### config.mk
export PLATFORM = sky130hd
export DESIGN_NAME = cpu_bus_initiator
export DESIGN_NICKNAME = d
export VERILOG_FILES = /design/src/rtl/cpu_bus_initiator.sv
export SDC_FILE = /design/constraint.sdc
export NUM_CORES = 1
export LEC_CHECK = 0
export CAP_MARGIN = 20
export CORE_AREA = 8 8 106 108
export DETAILED_ROUTE_END_ITERATION = 16
export DIE_AREA = 0 0 114 116
export GPL_ROUTABILITY_DRIVEN = 0
export PLACE_DENSITY_LB_ADDON = 0.2
export SYNTH_ARGS = -nofsm -noshare
export SYNTH_HDL_FRONTEND = slang
export SYNTH_SLANG_ARGS = --single-unit
### constraint.sdc
create_clock -name CLK -period 3.95 [get_ports CLK]
set_clock_uncertainty 0.1 [all_clocks]
set_input_delay 1.185 -clock CLK [delete_from_list [all_inputs] [get_ports CLK]]
set_output_delay 1.185 -clock CLK [all_outputs]
set_load 0.02 [all_outputs]
### src/rtl/cpu_bus_initiator.sv
// 68030-style asynchronous bus master: turns single-transfer requests into AS_n/DS_n/RW/SIZ
// cycles terminated by DSACK. Define BUS_TIMEOUT_EN to add the WAIT-state timeout (bus error).
module cpu_bus_initiator #(
  parameter int ADDR_W         = 28,
  parameter int TIMEOUT_CYCLES = 255
) (
  input  logic              CLK,
  input  logic              RST,
  input  logic              REQ_VALID,
  output logic              REQ_READY,
  input  logic [ADDR_W-1:0] REQ_ADDR,
  input  logic              REQ_RW,
  input  logic [1:0]        REQ_SIZ,
  input  logic [31:0]       REQ_WDATA,
  output logic              RSP_VALID,
  output logic [31:0]       RSP_RDATA,
  output logic [1:0]        RSP_PORT,
  output logic              RSP_ERR,
  output logic [ADDR_W-1:0] ADDR,
  output logic              SIZ0,
  output logic              SIZ1,
  output logic              RW,
  output logic              AS_n,
  output logic              DS_n,
  output logic [31:0]       D_OUT,
  output logic              D_OE,
  input  logic [31:0]       D_IN,
  input  logic              DSACK0_n,
  input  logic              DSACK1_n
);

  typedef enum logic [2:0] {
    S_IDLE,
    S_ADDR_PH,
    S_STROBE,
    S_WAIT,
    S_TERM
  } state_t;

  state_t            r_state;
  state_t            w_next_state;

  logic [1:0]        r_dsack_p0;
  logic [1:0]        r_dsack_p1;
  logic              w_ack;
  logic              w_released;
  logic              w_accept;
  logic              w_timeout;

  logic [ADDR_W-1:0] r_addr;
  logic [1:0]        r_siz;
  logic              r_rw;
  logic              r_as_n;
  logic              r_ds_n;
  logic [31:0]       r_d_out;
  logic              r_d_oe;
  logic              r_rsp_valid;
  logic [31:0]       r_rsp_rdata;
  logic [1:0]        r_rsp_port;
  logic              r_rsp_err;

  assign REQ_READY  = (r_state == S_IDLE) & ~RST;
  assign w_accept   = REQ_VALID & REQ_READY;
  assign w_ack      = ~&r_dsack_p1;
  assign w_released = &r_dsack_p1;

  // DSACK pins are asynchronous: sync stage p0 -> p1, decisions use p1 only ({DSACK1_n, DSACK0_n})
  always_ff @(posedge CLK) begin
    if (RST) begin
      r_dsack_p0 <= 2'b11;
      r_dsack_p1 <= 2'b11;
    end else begin
      r_dsack_p0 <= {DSACK1_n, DSACK0_n};
      r_dsack_p1 <= r_dsack_p0;
    end
  end

`ifdef BUS_TIMEOUT_EN
  localparam int CNT_W = ($clog2(TIMEOUT_CYCLES + 1) > 8) ? $clog2(TIMEOUT_CYCLES + 1) : 8;

  logic [CNT_W-1:0] r_wait_cnt;

  always_ff @(posedge CLK) begin
    if (RST || r_state != S_WAIT) begin
      r_wait_cnt <= '0;
    end else begin
      r_wait_cnt <= r_wait_cnt + CNT_W'(1);
    end
  end

  // Fires on the edge that would complete the TIMEOUT_CYCLES-th WAIT cycle
  assign w_timeout = (r_state == S_WAIT) && (r_wait_cnt == CNT_W'(TIMEOUT_CYCLES - 1));
`else
  // No timeout: WAIT holds until a slave acknowledges; this folds to constant 0
  assign w_timeout = (TIMEOUT_CYCLES < 0);
`endif

  always_ff @(posedge CLK) begin
    if (RST) begin
      r_state <= S_IDLE;
    end else begin
      r_state <= w_next_state;
    end
  end

  always_comb begin
    w_next_state = r_state;
    case (r_state)
      S_IDLE:    if (w_accept) w_next_state = S_ADDR_PH;
      S_ADDR_PH: w_next_state = S_STROBE;
      S_STROBE:  w_next_state = S_WAIT;
      S_WAIT:    if (w_ack || w_timeout) w_next_state = S_TERM;
      S_TERM:    if (w_released) w_next_state = S_IDLE;
      default:   w_next_state = S_IDLE;
    endcase
  end

  always_ff @(posedge CLK) begin
    if (RST) begin
      r_addr      <= '0;
      r_siz       <= 2'b00;
      r_rw        <= 1'b1;
      r_as_n      <= 1'b1;
      r_ds_n      <= 1'b1;
      r_d_out     <= 32'h0;
      r_d_oe      <= 1'b0;
      r_rsp_valid <= 1'b0;
      r_rsp_rdata <= 32'h0;
      r_rsp_port  <= 2'b00;
      r_rsp_err   <= 1'b0;
    end else begin
      r_rsp_valid <= 1'b0;
      case (r_state)
        S_IDLE: begin
          if (w_accept) begin
            r_addr <= REQ_ADDR;
            r_siz  <= REQ_SIZ;
            r_rw   <= REQ_RW;
            if (!REQ_RW) begin
              r_d_out <= REQ_WDATA;
              r_d_oe  <= 1'b1;
            end
          end
        end
        S_ADDR_PH: begin
          r_as_n <= 1'b0;
          if (r_rw) r_ds_n <= 1'b0;
        end
        S_STROBE: begin
          if (!r_rw) r_ds_n <= 1'b0;
        end
        S_WAIT: begin
          // D_IN has been stable for the two synchronizer cycles by the time ack is seen
          if (w_ack) begin
            if (r_rw) r_rsp_rdata <= D_IN;
            r_rsp_port <= ~r_dsack_p1;
            r_rsp_err  <= 1'b0;
            r_as_n     <= 1'b1;
            r_ds_n     <= 1'b1;
            r_d_oe     <= 1'b0;
          end else if (w_timeout) begin
            r_rsp_rdata <= 32'hFFFF_FFFF;
            r_rsp_port  <= 2'b00;
            r_rsp_err   <= 1'b1;
            r_as_n      <= 1'b1;
            r_ds_n      <= 1'b1;
            r_d_oe      <= 1'b0;
          end
        end
        S_TERM: begin
          r_d_oe <= 1'b0;
          if (w_released) begin
            r_rsp_valid <= 1'b1;
            r_rw        <= 1'b1;
          end
        end
        default: ;
      endcase
    end
  end

  assign ADDR      = r_addr;
  assign SIZ0      = r_siz[0];
  assign SIZ1      = r_siz[1];
  assign RW        = r_rw;
  assign AS_n      = r_as_n;
  assign DS_n      = r_ds_n;
  assign D_OUT     = r_d_out;
  assign D_OE      = r_d_oe;
  assign RSP_VALID = r_rsp_valid;
  assign RSP_RDATA = r_rsp_rdata;
  assign RSP_PORT  = r_rsp_port;
  assign RSP_ERR   = r_rsp_err;

endmodule

==> impl_metrics.xml, run 1 <==
<?xml version="1.0" encoding="UTF-8"?>
<metrics>
  <group name="timing">
    <metric name="hold_slack" unit="ns">0.314</metric>
    <metric name="worst_slew_margin_rel" unit="%">31.1</metric>
    <metric name="fin_crit" unit="ns">3.51</metric>
    <metric name="setup_viol" unit="">0</metric>
    <metric name="totalNegativeSetupSlack" unit="ns">0</metric>
    <metric name="rsz0062_at_grt" unit="">false</metric>
    <metric name="finalWorstSetupSlack" unit="ns">0.439</metric>
    <metric name="report.final.slew_viol_count" unit="">0</metric>
    <metric name="fmax" unit="GHz">0.285</metric>
    <metric name="tightestPinTransition" unit="ns">1.03</metric>
    <metric name="hold_viol_final" unit="">0</metric>
    <metric name="final_min_period_over_clock_period" unit="%">88.9</metric>
  </group>
  <group name="worst_setup_path">
    <metric name="startpoint_type" unit="">input port</metric>
    <metric name="critPathMaxFanout" unit="">5</metric>
    <metric name="cp.required" unit="ns">2.66</metric>
    <metric name="reg2reg_depth" unit="">4</metric>
    <metric name="regToRegEndpoint" unit="">ADDR[22]</metric>
    <metric name="critical_path.endpoint_type" unit="">output pin</metric>
    <metric name="crit_path_cell_trace" unit="">buf_4 &gt; nor4_4 &gt; clkdlybuf4s50_1</metric>
    <metric name="critical_path.max_stage_delay" unit="ns">0.68</metric>
    <metric name="critical_path.endpoint" unit="">REQ_READY</metric>
    <metric name="timing.critical_path.slowest_stage_cell" unit="">sky130_fd_sc_hd__clkdlybuf4s50_1</metric>
    <metric name="data_arrival_time_of_the_worst_path" unit="ns">2.23</metric>
    <metric name="worst-setup-path-type" unit="">input port to output pin</metric>
    <metric name="startpoint" unit="">RST</metric>
    <metric name="reg2reg_slack" unit="ns">1.86</metric>
    <metric name="reg2reg_from" unit="">r_state[2]</metric>
  </group>
  <group name="status">
    <metric name="outcome" unit="">complete, no violations</metric>
  </group>
  <group name="detailed_routing">
    <metric name="drcViolationCount" unit="">0</metric>
    <metric name="dr_total_vias" unit="">3705</metric>
    <metric name="routed_wirelength" unit="um">11700</metric>
    <metric name="firstDrtPassIters" unit="">4</metric>
    <metric name="avgRoutedWirePerCell" unit="um">14.7</metric>
    <metric name="drt_iter0_markers" unit="">255</metric>
    <metric name="route.antenna.remaining_nets" unit="">0</metric>
    <metric name="via_to_cell_ratio" unit="">4.66</metric>
  </group>
  <group name="floorplanning">
    <metric name="die_height" unit="um">116</metric>
    <metric name="floorplan.die_area" unit="um^2">13200</metric>
    <metric name="ioPinCount" unit="">203</metric>
    <metric name="effective_utilization_at_floorplan" unit="%">41.8</metric>
    <metric name="chipWidth" unit="um">114</metric>
    <metric name="core_area" unit="um^2">9550</metric>
    <metric name="number_of_standard_cell_rows_in_the_floorplan" unit="">36</metric>
  </group>
  <group name="synthesis">
    <metric name="syn_inst" unit="">477</metric>
    <metric name="ys_async_sr_fraction" unit="%">0</metric>
    <metric name="synth.cells.most_frequent" unit="">sky130_fd_sc_hd__nand2_1, sky130_fd_sc_hd__dfxtp_1, sky130_fd_sc_hd__a21oi_1</metric>
    <metric name="synthMostInstantiatedCell" unit="">sky130_fd_sc_hd__nand2_1</metric>
    <metric name="ys_top_cells_by_area" unit="">sky130_fd_sc_hd__dfxtp_1, sky130_fd_sc_hd__nand2_1, sky130_fd_sc_hd__a21oi_1</metric>
    <metric name="ys_ff_latch" unit="">108</metric>
    <metric name="synth-edff-count" unit="">0</metric>
    <metric name="synth_seq_area_share" unit="%">54.1</metric>
    <metric name="post_synth_net_total" unit="">577</metric>
    <metric name="netlist.top_cell.by_area" unit="">sky130_fd_sc_hd__dfxtp_1</metric>
    <metric name="dominantRegCellSynth" unit="">sky130_fd_sc_hd__dfxtp_1</metric>
    <metric name="synthesis.area_per_instance" unit="um^2">8.37</metric>
    <metric name="yosysUniqueCellTypes" unit="">33</metric>
    <metric name="synth.yosys.warnings" unit="">0</metric>
    <metric name="netlist.area_leader.share" unit="%">54.1</metric>
    <metric name="synth_area" unit="um^2">3990</metric>
  </group>
  <group name="clock_network">
    <metric name="cts_tree" unit="">built</metric>
    <metric name="clk_pin_slew_worst_paths" unit="ns">0.09</metric>
    <metric name="tritoncts.num_buffers" unit="">9</metric>
    <metric name="post_cts_resize_count" unit="">0</metric>
    <metric name="cts_sinks" unit="">108</metric>
    <metric name="clk_path_buf_depth" unit="">2</metric>
    <metric name="root_buffer" unit="">sky130_fd_sc_hd__clkbuf_8</metric>
    <metric name="ctsHtreeMaxLevel" unit="">3</metric>
    <metric name="clkLatencyLatePin" unit="ns">0.35</metric>
    <metric name="cts_hold_repair_buffers" unit="">0</metric>
    <metric name="post_cts.repair.setup_buffers" unit="">0</metric>
  </group>
  <group name="cells_and_area">
    <metric name="post_route_cells_drive_above_1_share" unit="%">4.98</metric>
    <metric name="finish.instance_area" unit="um^2">6150</metric>
    <metric name="register_area" unit="um^2">2160</metric>
    <metric name="fin_nets" unit="">759</metric>
    <metric name="antenna_cells" unit="">0</metric>
    <metric name="final.fill_count" unit="">816</metric>
    <metric name="multi_input_area" unit="um^2">1570</metric>
    <metric name="final-instance-count-excl-fill" unit="">795</metric>
    <metric name="core_utilization_of_the_finished_layout" unit="%">64.4</metric>
    <metric name="synthToLayoutAreaGrowth" unit="%">53.9</metric>
  </group>
  <group name="job">
    <metric name="cap_violations" unit="">0</metric>
  </group>
  <group name="global_routing">
    <metric name="global_route.usage.total" unit="%">17.3</metric>
    <metric name="globalRouteOverflowTotal" unit="">0</metric>
    <metric name="global_route_wire_length_before_repair" unit="um">18400</metric>
    <metric name="grt_antenna_before_repair" unit="">0</metric>
    <metric name="largest_net_degree_at_the_start_of_global_routing" unit="">109</metric>
    <metric name="grt_pass1_vias" unit="">3615</metric>
  </group>
  <group name="placed_design">
    <metric name="dp.final_hpwl" unit="um">8460</metric>
    <metric name="place_inst" unit="">780</metric>
    <metric name="post_detailed_placement_cell_area" unit="um^2">5950</metric>
    <metric name="dp_slack" unit="ns">0.439</metric>
    <metric name="portBuffers" unit="">201</metric>
  </group>
  <group name="hold_path">
    <metric name="worst_hold_path_type" unit="">flop to flop</metric>
  </group>
  <group name="pwr">
    <metric name="cellPowerDensity" unit="nW/um^2">348</metric>
    <metric name="leakage" unit="nW">2.27</metric>
    <metric name="ir_worst_vdd" unit="uV">168</metric>
    <metric name="report.power.total" unit="mW">2.14</metric>
  </group>
</metrics>
==> area by class of cell <==
| type | instances | area share [%] |
|---|---|---|
| flip-flops and latches | 108 | 35.2 |
| multi-input cells | 332 | 25.5 |
| well taps | 133 | 2.71 |
| inverters | 2 | 0.122 |
| clock inverters | 4 | 0.855 |
| repair buffers | 206 | 33.5 |
| clock buffers | 10 | 2.08 |
==> critical path: cells and delay by family <==
| family | cells | cell delay [ns] |
|---|---|---|
| AND/OR/NAND/NOR | 1 | 0.23 |
| buffers and inverters | 2 | 0.81 |
==> cell families after synthesis <==
group	count (synthesis)	synth area share [%]
AO/OA/AOI/OAI	79	10.8
buffers and inverters	37	6.58
flip-flops	108	54.1
AND/OR/NAND/NOR	252	28.4
other	1	0.0939
==> layout by cell type (no fill, tap or decap) <==
cell	instances
sky130_fd_sc_hd__a211oi_1	1
sky130_fd_sc_hd__a21oi_1	67
sky130_fd_sc_hd__a21oi_2	5
sky130_fd_sc_hd__a31oi_1	1
sky130_fd_sc_hd__and2_1	2
sky130_fd_sc_hd__and2_2	1
sky130_fd_sc_hd__and2b_2	1
sky130_fd_sc_hd__and3_1	2
sky130_fd_sc_hd__and3b_2	1
sky130_fd_sc_hd__buf_4	4
sky130_fd_sc_hd__buf_8	2
sky130_fd_sc_hd__bufinv_16	1
sky130_fd_sc_hd__clkbuf_1	1
sky130_fd_sc_hd__clkbuf_8	9
sky130_fd_sc_hd__clkdlybuf4s50_1	200
sky130_fd_sc_hd__clkinvlp_4	3
sky130_fd_sc_hd__conb_1	1
sky130_fd_sc_hd__dfxtp_1	108
sky130_fd_sc_hd__inv_1	2
sky130_fd_sc_hd__nand2_1	198
sky130_fd_sc_hd__nand2b_1	2
sky130_fd_sc_hd__nand3_1	2
sky130_fd_sc_hd__nand3b_1	30
sky130_fd_sc_hd__nor2_1	2
sky130_fd_sc_hd__nor2b_1	3
sky130_fd_sc_hd__nor3_1	2
sky130_fd_sc_hd__nor4_4	1
sky130_fd_sc_hd__o211a_1	1
sky130_fd_sc_hd__o21a_1	1
sky130_fd_sc_hd__o21bai_1	2
sky130_fd_sc_hd__o31ai_1	1
sky130_fd_sc_hd__or2_2	4
sky130_fd_sc_hd__or3_2	1
==> where the power goes <==
| part | leakage, nW | switching [mW] | internal, mW |
|---|---|---|---|
| clock | 0.0805 | 0.352 | 0.287 |
| sequential | 0.879 | 0.0278 | 1.13 |
| combinational | 1.31 | 0.154 | 0.189 |
| total | 2.27 | 0.534 | 1.61 |
==> registers in the layout (all words and copies together), names as in the netlist, 2 cells and up <==
register,count
D_OUT,32
r_state,3
r_dsack_p1,2
ADDR,28
r_siz,2
RSP_PORT,2
r_dsack_p0,2
RSP_RDATA,32
==> layer usage <==
| layer | vias up | track usage [%] | routed length [um] |
|---|---|---|---|
| li1 | 1889 | - | - |
| met4 | 0 | 5.32 | 127 |
| met2 | 136 | 27.5 | 5460 |
| met1 | 1670 | 20.4 | 4860 |
| met3 | 10 | 7.97 | 1220 |
| met5 | - | 0 | 0 |
==> worst min-delay path by stage <==
stage | startpoint | endpoint | depth (start not counted)
6_report | r_dsack_p0[1] | r_dsack_p1[1] | 1
5_1_grt | r_dsack_p0[1] | r_dsack_p1[1] | 1
4_1_cts | r_dsack_p0[1] | r_dsack_p1[1] | 1
3_5_place_dp | r_dsack_p0[1] | r_dsack_p1[1] | 1
3_3_place_gp | r_dsack_p0[1] | r_dsack_p1[1] | 1
2_1_floorplan | r_dsack_p0[0] | r_dsack_p1[0] | 1
Note: power is estimated with default switching activity, not from simulation.
==> inputs of run 2 (changes only) <==
--- a/config.mk
+++ b/config.mk
@@ -5,7 +5,6 @@
 export SDC_FILE = /design/constraint.sdc
 export NUM_CORES = 1
 export LEC_CHECK = 0
-export CAP_MARGIN = 20
 export CORE_AREA = 8 8 106 108
 export DETAILED_ROUTE_END_ITERATION = 16
 export DIE_AREA = 0 0 114 116
==> impl_metrics.xml, run 2 (synthesized netlist as in run 1, its figures left out) <==
<?xml version="1.0" encoding="UTF-8"?>
<metrics>
  <group name="placed_design">
    <metric name="portBuffers" unit="">201</metric>
    <metric name="dp.final_hpwl" unit="um">8510</metric>
    <metric name="post_detailed_placement_cell_area" unit="um^2">5940</metric>
  </group>
  <group name="cells_and_area">
    <metric name="most_frequent_cells_in_the_layout" unit="">sky130_fd_sc_hd__clkdlybuf4s50_1, sky130_fd_sc_hd__nand2_1, sky130_fd_sc_hd__dfxtp_1, sky130_fd_sc_hd__a21oi_1, sky130_fd_sc_hd__nand3b_1</metric>
    <metric name="final_common_cell" unit="">sky130_fd_sc_hd__clkdlybuf4s50_1</metric>
    <metric name="post_route_cells_drive_above_1_share" unit="%">4.70</metric>
    <metric name="final.fill_count" unit="">810</metric>
    <metric name="antenna_cells" unit="">0</metric>
    <metric name="synthToLayoutAreaGrowth" unit="%">53.7</metric>
    <metric name="fin_nets" unit="">757</metric>
    <metric name="finish.instance_area" unit="um^2">6140</metric>
  </group>
  <group name="status">
    <metric name="outcome" unit="">complete, no violations</metric>
  </group>
  <group name="clock_network">
    <metric name="post_cts.repair.setup_buffers" unit="">0</metric>
    <metric name="clkLatencyLatePin" unit="ns">0.36</metric>
    <metric name="post_cts_resize_count" unit="">0</metric>
    <metric name="clk_pin_slew_worst_paths" unit="ns">0.10</metric>
    <metric name="cts_sinks" unit="">108</metric>
    <metric name="clk_path_buf_depth" unit="">2</metric>
    <metric name="root_buffer" unit="">sky130_fd_sc_hd__clkbuf_8</metric>
    <metric name="cts_tree" unit="">built</metric>
    <metric name="tritoncts.num_buffers" unit="">9</metric>
    <metric name="ctsHtreeMaxLevel" unit="">3</metric>
    <metric name="cts_hold_repair_buffers" unit="">0</metric>
  </group>
  <group name="pwr">
    <metric name="power.switching_fraction" unit="%">24.3</metric>
    <metric name="power.share.sequential" unit="%">52.5</metric>
    <metric name="ir_worst_vdd" unit="uV">183</metric>
    <metric name="power_report.internal_total" unit="mW">1.67</metric>
    <metric name="total_switching_power" unit="mW">0.537</metric>
    <metric name="clock_power_share" unit="%">31.9</metric>
    <metric name="cellPowerDensity" unit="nW/um^2">360</metric>
    <metric name="leakage" unit="nW">2.27</metric>
    <metric name="power.share.combinational" unit="%">15.5</metric>
  </group>
  <group name="detailed_routing">
    <metric name="firstDrtPassIters" unit="">4</metric>
    <metric name="via_to_cell_ratio" unit="">4.67</metric>
    <metric name="avgRoutedWirePerCell" unit="um">14.8</metric>
    <metric name="dr_total_vias" unit="">3699</metric>
    <metric name="drt_iter0_markers" unit="">232</metric>
    <metric name="routed_wirelength" unit="um">11700</metric>
    <metric name="route.antenna.remaining_nets" unit="">0</metric>
    <metric name="drcViolationCount" unit="">0</metric>
  </group>
  <group name="hold_path">
    <metric name="worst_hold_path_type" unit="">flop to flop</metric>
  </group>
  <group name="timing">
    <metric name="hold_viol_final" unit="">0</metric>
    <metric name="totalNegativeSetupSlack" unit="ns">0</metric>
    <metric name="worst_slew_margin_rel" unit="%">22.9</metric>
    <metric name="tightestPinTransition" unit="ns">1.15</metric>
    <metric name="hold_slack" unit="ns">0.311</metric>
    <metric name="fmax" unit="GHz">0.286</metric>
    <metric name="fin_crit" unit="ns">3.50</metric>
    <metric name="report.final.slew_viol_count" unit="">0</metric>
    <metric name="setup_viol" unit="">0</metric>
    <metric name="final_min_period_over_clock_period" unit="%">88.6</metric>
    <metric name="rsz0062_at_grt" unit="">false</metric>
  </group>
  <group name="floorplanning">
    <metric name="effective_utilization_at_floorplan" unit="%">41.8</metric>
    <metric name="ioPinCount" unit="">203</metric>
    <metric name="floorplan.die_area" unit="um^2">13200</metric>
    <metric name="chipWidth" unit="um">114</metric>
    <metric name="die_height" unit="um">116</metric>
    <metric name="core_area" unit="um^2">9550</metric>
    <metric name="number_of_standard_cell_rows_in_the_floorplan" unit="">36</metric>
  </group>
  <group name="global_routing">
    <metric name="global_route.usage.total" unit="%">17.2</metric>
    <metric name="grt_antenna_before_repair" unit="">0</metric>
    <metric name="globalRouteOverflowTotal" unit="">0</metric>
    <metric name="largest_net_degree_at_the_start_of_global_routing" unit="">109</metric>
    <metric name="global_route_wire_length_before_repair" unit="um">18200</metric>
    <metric name="grt_pass1_vias" unit="">3631</metric>
  </group>
  <group name="worst_setup_path">
    <metric name="critPathMaxFanout" unit="">5</metric>
    <metric name="cp.required" unit="ns">2.66</metric>
    <metric name="worst-setup-path-type" unit="">input port to output pin</metric>
    <metric name="startpoint_type" unit="">input port</metric>
    <metric name="data_arrival_time_of_the_worst_path" unit="ns">2.21</metric>
    <metric name="critical_path.endpoint_type" unit="">output pin</metric>
  </group>
  <group name="job">
    <metric name="cap_violations" unit="">0</metric>
  </group>
</metrics>
run 2: path summary, 6_finish.rpt:
path                                    start       endpoint  slack [ns]  depth (start not counted)
worst max-delay path                      RST      REQ_READY        0.45                          3
worst min register to register  r_dsack_p0[1]  r_dsack_p1[1]        0.31                          1
worst max register to register     r_state[1]   RSP_RDATA[6]        1.60                          4
worst min-delay path            r_dsack_p0[1]  r_dsack_p1[1]        0.31                          1
run 2: power groups by stage:
stage / clock network (mW) / registers, mW / logic, mW
3_5_place_dp: 0 / 1.18 / 0.345
2_1_floorplan: 0 / 1.23 / 0.108
6_report: 0.705 / 1.16 / 0.343
5_1_grt: 0.765 / 1.17 / 0.371
4_1_cts: 0.731 / 1.16 / 0.347
3_3_place_gp: 0 / 1.18 / 0.341
run 2: worst max-delay path: stages:
cell and delay (ns):
sky130_fd_sc_hd__buf_4 0.12, sky130_fd_sc_hd__nor4_4 0.22, sky130_fd_sc_hd__clkdlybuf4s50_1 0.68
run 2: routing by layer:
metal / share of wire, % / track usage (%)
met5: 0 / 0
met4: 1.2 / 5.77
met3: 11 / 8.03
met2: 47 / 27.6
met1: 41 / 19.8
run 2: layout make-up:
cell class              count  area (um^2)  area share [%]
repair buffers            204         2030            33.1
well taps                 133          166            2.71
multi-input cells         332         1570            25.6
inverters                   2         7.51           0.122
flip-flops and latches    108         2160            35.2
clock buffers               9          124            2.02
clock inverters             4         76.3            1.24
run 2: metrics by stage:
| step | utilization [%] | worst slack, ns | instances | power [mW] |
|---|---|---|---|---|
| global route | 64.3 | 0.385 | 792 | 2.30 |
| floorplan | - | 1.03 | 477 | 1.34 |
| CTS | 64.3 | 0.452 | 792 | 2.24 |
| global placement | 62.2 | 0.480 | 779 | 1.52 |
| detailed placement | 62.2 | 0.460 | 779 | 1.53 |
| finish | 64.3 | 0.452 | 792 | 2.21 |
==> variant (config.mk and constraints of run 1) <==
Re-encode `state_t` (5 states) as one-hot, 5 bits wide.
--- a/src/rtl/cpu_bus_initiator.sv
+++ b/src/rtl/cpu_bus_initiator.sv
@@ -30,10 +30,10 @@
 );
 
-  typedef enum logic [2:0] {
-    S_IDLE,
-    S_ADDR_PH,
-    S_STROBE,
-    S_WAIT,
-    S_TERM
+  typedef enum logic [4:0] {
+    S_IDLE    = 5'b00001,
+    S_ADDR_PH = 5'b00010,
+    S_STROBE  = 5'b00100,
+    S_WAIT    = 5'b01000,
+    S_TERM    = 5'b10000
   } state_t;
 
Behaviour: no difference found for any inputs over 4 cycles, from zero or initial values and one cycle with RST high; so few cycles prove little.
==> variant against run 1 <==
Setup slack gained 0.20 ns. Global-route usage is 0.77 points lower. Routed wire length down 1.4%. Sequential cell count rose by 2. Critical path depth did not move. Final area grew 3.3%. Power grew 4.3%. Area after synthesis is 2.2% higher. Non-clock buffer count decreased by 1. Die area is the same. Synthesized cell count shrank 12%.
==> variant: results (changes against run 1) <==
synth top area cells=dfxtp_1 54%, mux2i_1 16%, nor2_1 6.7%; vias in the first global route=3,482 (-3.7%); register area share after synthesis=0.540 (-0.00181); top post-synthesis cells by count=110 x dfxtp_1, 73 x nor2_1, 65 x mux2i_1; Total GRT Usage=0.165 (-0.00767); layout cells sized above 1=0.0522 (+0.00235); P_leak=2.21 nW (-2.7%); Clock transition at path regs=0.10 ns; Avg Vias per Cell=4.66 (about the same); first-pass GRT wire length=17,500 um (-5.0%); 1st-iter DRT viols=154 (-40%); worst vdd ir=0.000215 V (+28%); CP max FO=2 (-3); syn nets=520 (-9.9%); largest net degree at the start of global routing=65 (-40%); CTS Root Cell=clkbuf_8; filler cell count=818 (+0.25%); post-DP HPWL=8740 um (+3.3%); Routed Wire Length=11,500 um (-1.4%); status=finished, final reports clean; WP data arrival=2.03 ns (-0.20 ns); post-synth cell types=34 (+3.0%); Max-Slew Margin vs Limit=0.334 (+0.0232); crit-path max cell delay=0.62 ns (-0.06 ns); Final nets=708 (-6.7%)
variant: cell count changes after synthesis, moves of 3 or more:
cell and change:
nand2_1 -164, nor2_1 +71, mux2i_1 +65, a21oi_1 -59, nand2b_1 +32, o21ai_0 +32, nand3b_1 -29, a21oi_2 -5
buf_12 -3
variant: logic make-up (layout without fill, tap and decap cells):
| group | count (synthesis) | count (layout) | synth area share |
|---|---|---|---|
| AOI/OAI and AO/OA | 46 | 46 | 0.0610 |
| xor gates and xnor gates | 1 | 1 | 0.00215 |
| buffers and inverters | 29 | 222 | 0.0383 |
| DFF | 110 | 110 | 0.540 |
| muxes | 65 | 65 | 0.159 |
| other | 1 | 1 | 0.000919 |
| and+or+nand+nor | 168 | 168 | 0.199 |
variant: worst paths after layout:
path                 startpoint             to  slack (ns)
setup / recovery            RST      REQ_READY        0.64
setup reg to reg     r_state[1]  RSP_RDATA[17]        1.34
hold / removal    r_dsack_p0[1]  r_dsack_p1[1]        0.32
hold reg to reg   r_dsack_p0[1]  r_dsack_p1[1]        0.32
variant: per-stage QoR:
step / instances / cell area, um^2 / setup slack, ns / hold slack, ns / power, mW
3_5_place_dp: 730 / 6140 / 0.619 / 0.302 / 1.57
6_report: 746 / 6350 / 0.638 / 0.320 / 2.23
3_3_place_gp: 730 / 6140 / 0.607 / 0.300 / 1.57
2_1_floorplan: 420 / 4080 / 0.704 / 0.289 / 1.37
4_1_cts: 746 / 6350 / 0.618 / 0.332 / 2.27
5_1_grt: 746 / 6350 / 0.616 / 0.338 / 2.34
variant: cell type report:
cell class	count	area share
Clock buffer	10	0.0217
Clock inverter	6	0.0110
Inverter	1	0.000591
Multi-Input combinational cell	281	0.273
Sequential cell	110	0.347
Tap cell	133	0.0262
Timing Repair Buffer	205	0.321
variant: report_power, final:
part | switching (mW) | total (mW) | internal (mW)
sequential | 0.0290 | 1.18 | 1.15
clock | 0.372 | 0.688 | 0.316
combinational | 0.161 | 0.363 | 0.202
variant: worst reg2reg max path, cell delays in order (launching register included):
cell	delay, ns
dfxtp_1	0.43
nor3_1	0.55
and4_2	1.04
mux2i_1	0.32
nor2_1	0.06
variant: metal layers:
layer  vias to the layer above  global-route usage  routed length (um)
li1                       1766                   -                   -
met1                      1585               0.170                4550
met2                       120               0.295                5750
met3                         6              0.0724                1110
met4                         0              0.0550                  96
met5                         -                   0                   0
